<file path="src/rtl/mpt_tlb.sv">
// ---------------------------------------------------------------------------
// mpt_tlb : small fully associative cache of memory-protection permissions.
//
// It sits in front of the MTT page-table walker. Hits are answered locally.
// On a miss it drives the walker control port, waits for the walker's result,
// installs the permissions and then answers the requester. Only one request
// is in flight at a time, and tags are page-granular.
//
// Optional feature macro: MPT_TLB_STATS_EN (adds hit/miss counters).
//
// Ports:
//   clk_i, rst_i          clock, synchronous active-high reset
//   flush_i               invalidate all entries (takes effect on next edge)
//   req_valid_i/ready_o   access-check handshake
//   req_paddr_i           physical address to check
//   req_access_i          0=read 1=write 2=execute 3=reserved
//   resp_valid_o          one-cycle response strobe
//   resp_allow_o          access permitted
//   resp_fault_o          walker/format fault (allow forced 0)
//   hit_count_o           [MPT_TLB_STATS_EN] saturating hit counter
//   miss_count_o          [MPT_TLB_STATS_EN] saturating miss counter
//   ptw_enable_o          walker enable
//   ptw_addr_valid_o      walker address valid (one-cycle pulse)
//   ptw_paddr_o           walker address
//   ptw_valid_i           walker result valid
//   ptw_perm_i            {x,w,r} permissions from the walker
//   ptw_fault_i           walker access/format fault
// ---------------------------------------------------------------------------
module mpt_tlb #(
   parameter int PLEN        = 56,
   parameter int TLB_ENTRIES = 4,
   parameter int PAGE_SHIFT  = 12
) (
   input  logic            clk_i,
   input  logic            rst_i,
   input  logic            flush_i,
   input  logic            req_valid_i,
   output logic            req_ready_o,
   input  logic [PLEN-1:0] req_paddr_i,
   input  logic [1:0]      req_access_i,
   output logic            resp_valid_o,
   output logic            resp_allow_o,
   output logic            resp_fault_o,
`ifdef MPT_TLB_STATS_EN
   output logic [31:0]     hit_count_o,
   output logic [31:0]     miss_count_o,
`endif
   output logic            ptw_enable_o,
   output logic            ptw_addr_valid_o,
   output logic [PLEN-1:0] ptw_paddr_o,
   input  logic            ptw_valid_i,
   input  logic [2:0]      ptw_perm_i,
   input  logic            ptw_fault_i
);

   localparam int TAG_W = PLEN - PAGE_SHIFT;
   localparam int IDX_W = $clog2(TLB_ENTRIES);

   typedef enum logic [2:0] {
      IDLE      = 3'd0,
      CHECK     = 3'd1,
      WALK_REQ  = 3'd2,
      WALK_WAIT = 3'd3,
      RESP      = 3'd4
   } state_t;

   state_t state_reg, state_next;

   logic [PLEN-1:0]        paddr_reg;
   logic [1:0]             access_reg;
   logic                   allow_reg;
   logic                   fault_reg;
   logic [TLB_ENTRIES-1:0] valid_reg;
   logic [IDX_W-1:0]       ptr_reg;
   logic [TAG_W-1:0]       tag_reg  [TLB_ENTRIES];
   logic [2:0]             perm_reg [TLB_ENTRIES];

   logic [TAG_W-1:0]       req_tag;
   logic [TLB_ENTRIES-1:0] hit_vec;
   logic                   hit_any;
   logic [2:0]             hit_perm;
   logic                   free_found;
   logic [IDX_W-1:0]       free_idx;
   logic [IDX_W-1:0]       install_idx;
   logic                   install_we;
   logic                   check_done;

   // Reserved access code (3) never grants permission.
   function automatic logic perm_bit(input logic [2:0] p, input logic [1:0] a);
      case (a)
         2'd0:    perm_bit = p[0];
         2'd1:    perm_bit = p[1];
         2'd2:    perm_bit = p[2];
         default: perm_bit = 1'b0;
      endcase
   endfunction

   assign req_tag = paddr_reg[PLEN-1:PAGE_SHIFT];

   genvar gi;
   generate
      for (gi = 0; gi < TLB_ENTRIES; gi++) begin : g_cmp
         assign hit_vec[gi] = valid_reg[gi] && (tag_reg[gi] == req_tag);
      end
   endgenerate

   assign hit_any = |hit_vec;

   // Tags are unique, so at most one entry matches and an OR-reduction of
   // the masked permissions is an exact select.
   always_comb begin
      hit_perm = 3'b000;
      for (int i = 0; i < TLB_ENTRIES; i++) begin
         if (hit_vec[i]) hit_perm = hit_perm | perm_reg[i];
      end
   end

   // Lowest-index invalid entry: scan downward so the last assignment wins.
   always_comb begin
      free_found = 1'b0;
      free_idx   = '0;
      for (int i = TLB_ENTRIES - 1; i >= 0; i--) begin
         if (!valid_reg[i]) begin
            free_found = 1'b1;
            free_idx   = IDX_W'(i);
         end
      end
   end

   assign install_idx = free_found ? free_idx : ptr_reg;
   // A fault wins over a simultaneous valid; a flush in the same cycle
   // suppresses the install but not the response.
   assign install_we  = (state_reg == WALK_WAIT) && ptw_valid_i && !ptw_fault_i && !flush_i;
   // A flush during CHECK holds the lookup one more cycle so it is redone
   // against the emptied table.
   assign check_done  = (state_reg == CHECK) && !flush_i;

   // ---------------- state register ----------------
   always_ff @(posedge clk_i) begin
      if (rst_i) state_reg <= IDLE;
      else       state_reg <= state_next;
   end

   // ---------------- next-state logic ----------------
   always_comb begin
      state_next = state_reg;
      case (state_reg)
         IDLE:      if (req_valid_i) state_next = CHECK;
         CHECK: begin
            if (flush_i)                              state_next = CHECK;
            else if (hit_any || access_reg == 2'd3)   state_next = RESP;
            else                                      state_next = WALK_REQ;
         end
         WALK_REQ:  state_next = WALK_WAIT;
         WALK_WAIT: if (ptw_fault_i || ptw_valid_i) state_next = RESP;
         RESP:      state_next = IDLE;
         default:   state_next = IDLE;
      endcase
   end

   // ---------------- outputs ----------------
   always_comb begin
      req_ready_o      = (state_reg == IDLE) && !rst_i;
      resp_valid_o     = (state_reg == RESP);
      resp_allow_o     = (state_reg == RESP) && allow_reg;
      resp_fault_o     = (state_reg == RESP) && fault_reg;
      ptw_enable_o     = (state_reg == WALK_REQ) || (state_reg == WALK_WAIT);
      ptw_addr_valid_o = (state_reg == WALK_REQ);
      ptw_paddr_o      = ptw_enable_o ? paddr_reg : '0;
   end

   // ---------------- datapath ----------------
   always_ff @(posedge clk_i) begin
      if (rst_i) begin
         paddr_reg  <= '0;
         access_reg <= 2'd0;
         allow_reg  <= 1'b0;
         fault_reg  <= 1'b0;
         valid_reg  <= '0;
         ptr_reg    <= '0;
      end else begin
         if (state_reg == IDLE && req_valid_i) begin
            paddr_reg  <= req_paddr_i;
            access_reg <= req_access_i;
         end

         if (check_done) begin
            allow_reg <= hit_any && perm_bit(hit_perm, access_reg);
            fault_reg <= 1'b0;
         end

         if (state_reg == WALK_WAIT) begin
            if (ptw_fault_i) begin
               allow_reg <= 1'b0;
               fault_reg <= 1'b1;
            end else if (ptw_valid_i) begin
               allow_reg <= perm_bit(ptw_perm_i, access_reg);
               fault_reg <= 1'b0;
            end
         end

         if (install_we) begin
            valid_reg[install_idx] <= 1'b1;
            if (!free_found) ptr_reg <= ptr_reg + IDX_W'(1);
         end

         if (flush_i) begin
            valid_reg <= '0;
            ptr_reg   <= '0;
         end
      end
   end

   // Tag/permission storage needs no reset: valid_reg gates every use.
   always_ff @(posedge clk_i) begin
      if (install_we) begin
         tag_reg[install_idx]  <= req_tag;
         perm_reg[install_idx] <= ptw_perm_i;
      end
   end

`ifdef MPT_TLB_STATS_EN
   logic [31:0] hit_cnt_reg;
   logic [31:0] miss_cnt_reg;

   // Reserved access counts as a miss even if the page is cached.
   always_ff @(posedge clk_i) begin
      if (rst_i) begin
         hit_cnt_reg  <= '0;
         miss_cnt_reg <= '0;
      end else if (check_done) begin
         if (hit_any && access_reg != 2'd3) begin
            if (hit_cnt_reg != 32'hFFFF_FFFF) hit_cnt_reg <= hit_cnt_reg + 32'd1;
         end else begin
            if (miss_cnt_reg != 32'hFFFF_FFFF) miss_cnt_reg <= miss_cnt_reg + 32'd1;
         end
      end
   end

   assign hit_count_o  = hit_cnt_reg;
   assign miss_count_o = miss_cnt_reg;
`endif

endmodule

</file>
<file path="config.mk">
export PLATFORM = sky130hd
export DESIGN_NAME = mpt_tlb
export DESIGN_NICKNAME = d
export VERILOG_FILES = /design/src/rtl/mpt_tlb.sv
export SDC_FILE = /design/constraint.sdc
export NUM_CORES = 1
export LEC_CHECK = 0
export BUFFER_PORTS_ARGS = -buffer_cell sky130_fd_sc_hd__buf_4
export CORE_MARGIN = 10
export CORE_UTILIZATION = 50
export CTS_CLUSTER_DIAMETER = 200
export DETAILED_ROUTE_END_ITERATION = 6
export PLACE_DENSITY = 0.7
export SLEW_MARGIN = 10
export SYNTH_ARGS = -nofsm -noshare
export SYNTH_HDL_FRONTEND = slang
export SYNTH_SLANG_ARGS = --single-unit
</file>
<file path="constraint.sdc">
create_clock -name clk_i -period 10.8 [get_ports clk_i]
set_input_delay 1.08 -clock clk_i [delete_from_list [all_inputs] [get_ports clk_i]]
set_output_delay 1.08 -clock clk_i [all_outputs]
set_load 0.02 [all_outputs]
</file>
==> out/results.tsv <==
stage	metric	value	unit
status	status	finished, final reports clean	
worst_setup_path	crit_slowest_cell	and2b_2	
synth	ys_top_cells_by_count	edfxtp_1 (188), xor2_1 (169), nand2_1 (130)	
sta	maxSlewHeadroom	22.17	%
sta	tightest_slew	1.163	ns
worst_setup_path	crit_family	simple AND/OR/NAND/NOR gates	
detailed_routing	vias	6669	
detailed_routing	drt-initial-drc-count	497	
sta	fin_worst_skew	0.01086	ns
worst_setup_path	critPathArrivalTime	3.69	ns
sta	tns	0	ns
worst_setup_path	critical_path_required	10.97	ns
synth	synthCells	888	
sta	holdWs	0.4483	ns
worst_setup_path	crit_fanout	61	
grt	grt_pass1_vias	6768	
synth	synth_top_area_share	51.95	%
synth	async_flop_share	0	%
placement	io_buffers	128	
cts	clock-sinks	257	
floorplanning	die_h	167.4	µm
sta	finalCritPeriodShare	32.61	%
sta	setup_viol_count_final	0	
pwr	switching_share	22.09	%
sta	period_needed	3.522	ns
synth	synth_edf_count	188	
pwr	internal-power	0.001710	W
grt	grt_pass1_wl	38.01	mm
synth	yosys.area.top_type	edfxtp_1	
placement	place_hpwl	15.95	mm
pwr	ir_worst_vdd	0.1032	mV
final_layout	areaGrowthSynthToFinish	18.32	%
floorplanning	core-area	21220	µm²
worst_setup_path	worst_setup_path_start_kind	register	
final_layout	drive_above_1_share	19.28	%
sta	grt_setup_unrepaired	no	
worst_setup_path	r2r_start	state_reg[1]	
floorplanning	row_count	53	
cts	hold_buffers	0	
final_layout	largest_register_ffs	176	
floorplanning	ios	129	
synth	ys.flop_type	edfxtp_1	
synth	yosysSeqAreaShare	64.66	%
pwr	total_power	0.002195	W
synth	syn_area_per_cell	12.24	µm²
floorplanning	die_area	28030	µm²
grt	antenna_found_initial	0	
synth	synth_fp_nets	955	
worst_setup_path	crit_chain	and2b_2 -> nand3_1 -> nor3_1 -> nand2_1 -> nor2_4 -> buf_4	
grt	grt_usage	16.69	%
worst_setup_path	crit_start	state_reg[1]	
pwr	leakage	5.271	nW
cts	cts-resized-gates	0	
cts	cts_root_buf	clkbuf_16	
worst_setup_path	crit_end	tag_reg[2][3]	
detailed_routing	finalWirelength	24.26	mm
floorplanning	initial_core_util	51.21	%
hold_path	worstHoldPathType	register to register	
synth	netlist-cell-type-count	43	
cts	post_cts.repair.setup_buffers	0	
pwr	powerDensity	170.7	nW/µm²
sta	fmax	284.0	MHz
cts	clock_latency	0.52	ns
pwr	p_comb_share	6.2	%
flow_run	drv_cap	0	
pwr	power_frac_clock	42.4	%
detailed_routing	first_pass_iters	5	
detailed_routing	wl_per_cell	19.09	µm
worst_setup_path	timing.critical_path.buf_inv	1	
pwr	p_seq_share	51.4	%
detailed_routing	drc	0	
worst_setup_path	cp_num_cells	6	
final_layout	num_antenna_cells	0	
placement	gp_congestion	0.7886	
grt	grt_max_degree	71	
cts	cts_htree_levels	1	
sta	slew_violations	0	
worst_setup_path	crit_type	register to register	
synth	syn_area	10870	µm²
floorplanning	fp.dieW	167.4	µm
placement	placed_area	11960	µm²
cts	cts_tree	done	
pwr	switchingPower	0.0004850	W
synth	synth_top_cells_by_area	edfxtp_1 (52%), xor2_1 (14%), dfxtp_1 (13%), nand2_1 (4.5%), and2_1 (3.2%)	
synth	ys_warn_count	0	
synth	ys_ff_latch	257	
final_layout	finalNetCount	1043	
worst_setup_path	end_kind	register	
cts	cts_buffers	26	
detailed_routing	via_per_inst	5.247	
worst_setup_path	r2r_end	tag_reg[2][3]	
cts	cts_buffer_depth	3	
cts	clk_pin_slew	0.06	ns
worst_setup_path	rrSetupSlack	7.28	ns
worst_setup_path	reg2reg_depth	6	
grt	gr-total-overflow	0	
synth	yosysMostFrequentCell	edfxtp_1	
detailed_routing	ant_nets	0	
final_layout	post-route-cell-area	12860	µm²
sta	hold_viol_final	0	
final_layout	utilization	60.59	%
worst_setup_path	max_stage_delay	0.82	ns
==> stage by stage <==
stage,std cells,setup WS (ns)
finish,1271,7.278
global route,1271,6.874
CTS,1271,7.227
detailed placement,1223,7.269
global placement,1223,7.266
floorplan,888,6.621
==> per-layer routing <==
layer / vias to the layer above / share of wire, % / track usage (%)
li1: 3229 / - / -
met1: 3249 / 45 / 22.47
met2: 159 / 48 / 26.96
met3: 32 / 5.3 / 3.324
met4: 0 / 1.7 / 4.428
met5: - / 0 / 0
==> worst min path at each step <==
stage | depth (start not counted) | end | from
after CTS | 2 | paddr_reg[10] | paddr_reg[10]
final | 2 | paddr_reg[6] | paddr_reg[6]
after global routing | 2 | paddr_reg[9] | paddr_reg[9]
after detailed placement | 2 | paddr_reg[10] | paddr_reg[10]
after floorplan | 2 | paddr_reg[0] | paddr_reg[0]
after global placement | 2 | paddr_reg[8] | paddr_reg[8]
==> tightest hold or removal path, cell delays in order (launching register included) <==
cell and delay (ns):
dfxtp_1 0.30, nand2_1 0.05, a21oi_1 0.05
==> layout make-up <==
type                            count  area (µm²)
Inverter                           10       37.54
Clock inverter                     15       170.2
Timing Repair Buffer              133       998.5
Fill cell                        1733        8363
Multi-Input combinational cell    548        3552
Sequential cell                   257        7027
Tap cell                          275       344.1
Clock buffer                       33       728.2
==> layout by cell type, fill, tap and decap left out, types with 4 or more instances in the layout <==
| cell type | synthesis | layout |
|---|---|---|
| dfxtp_1 | 69 | 69 |
| nor4_1 | 38 | 38 |
| nand3_1 | 6 | 6 |
| nand4_1 | 9 | 9 |
| a22oi_1 | 4 | 4 |
| bufinv_16 | 0 | 4 |
| nor2_4 | 0 | 4 |
| a21oi_1 | 66 | 66 |
| nor3_1 | 15 | 15 |
| inv_1 | 10 | 10 |
| clkinv_2 | 0 | 5 |
| nand2_1 | 130 | 129 |
| edfxtp_1 | 188 | 188 |
| clkinv_1 | 0 | 5 |
| buf_4 | 0 | 133 |
| xor2_1 | 169 | 169 |
| and2_1 | 56 | 55 |
| nor2_1 | 16 | 12 |
| clkbuf_16 | 0 | 27 |
==> power groups by stage <==
stage	logic, W	clock network (W)	registers [W]
2_1_floorplan	0.000115	0	0.00111
3_3_place_gp	0.000136	0	0.00115
3_5_place_dp	0.000137	0	0.00115
4_1_cts	0.000138	0.000944	0.00113
5_1_grt	0.000152	0.000989	0.00113
6_report	0.000136	0.000931	0.00113
==> cell families (layout without fill, tap and decap cells) <==
group           Yosys count  in the layout  synth area share (%)
flops                   257            257                 64.66
buf+inv                  83            191                 2.971
mux                       1              1               0.09212
xor+xnor                173            173                 14.12
compound gates           86             86                 4.594
simple gates            288            288                 13.56
No activity file was read; power rests on OpenSTA's default activity.
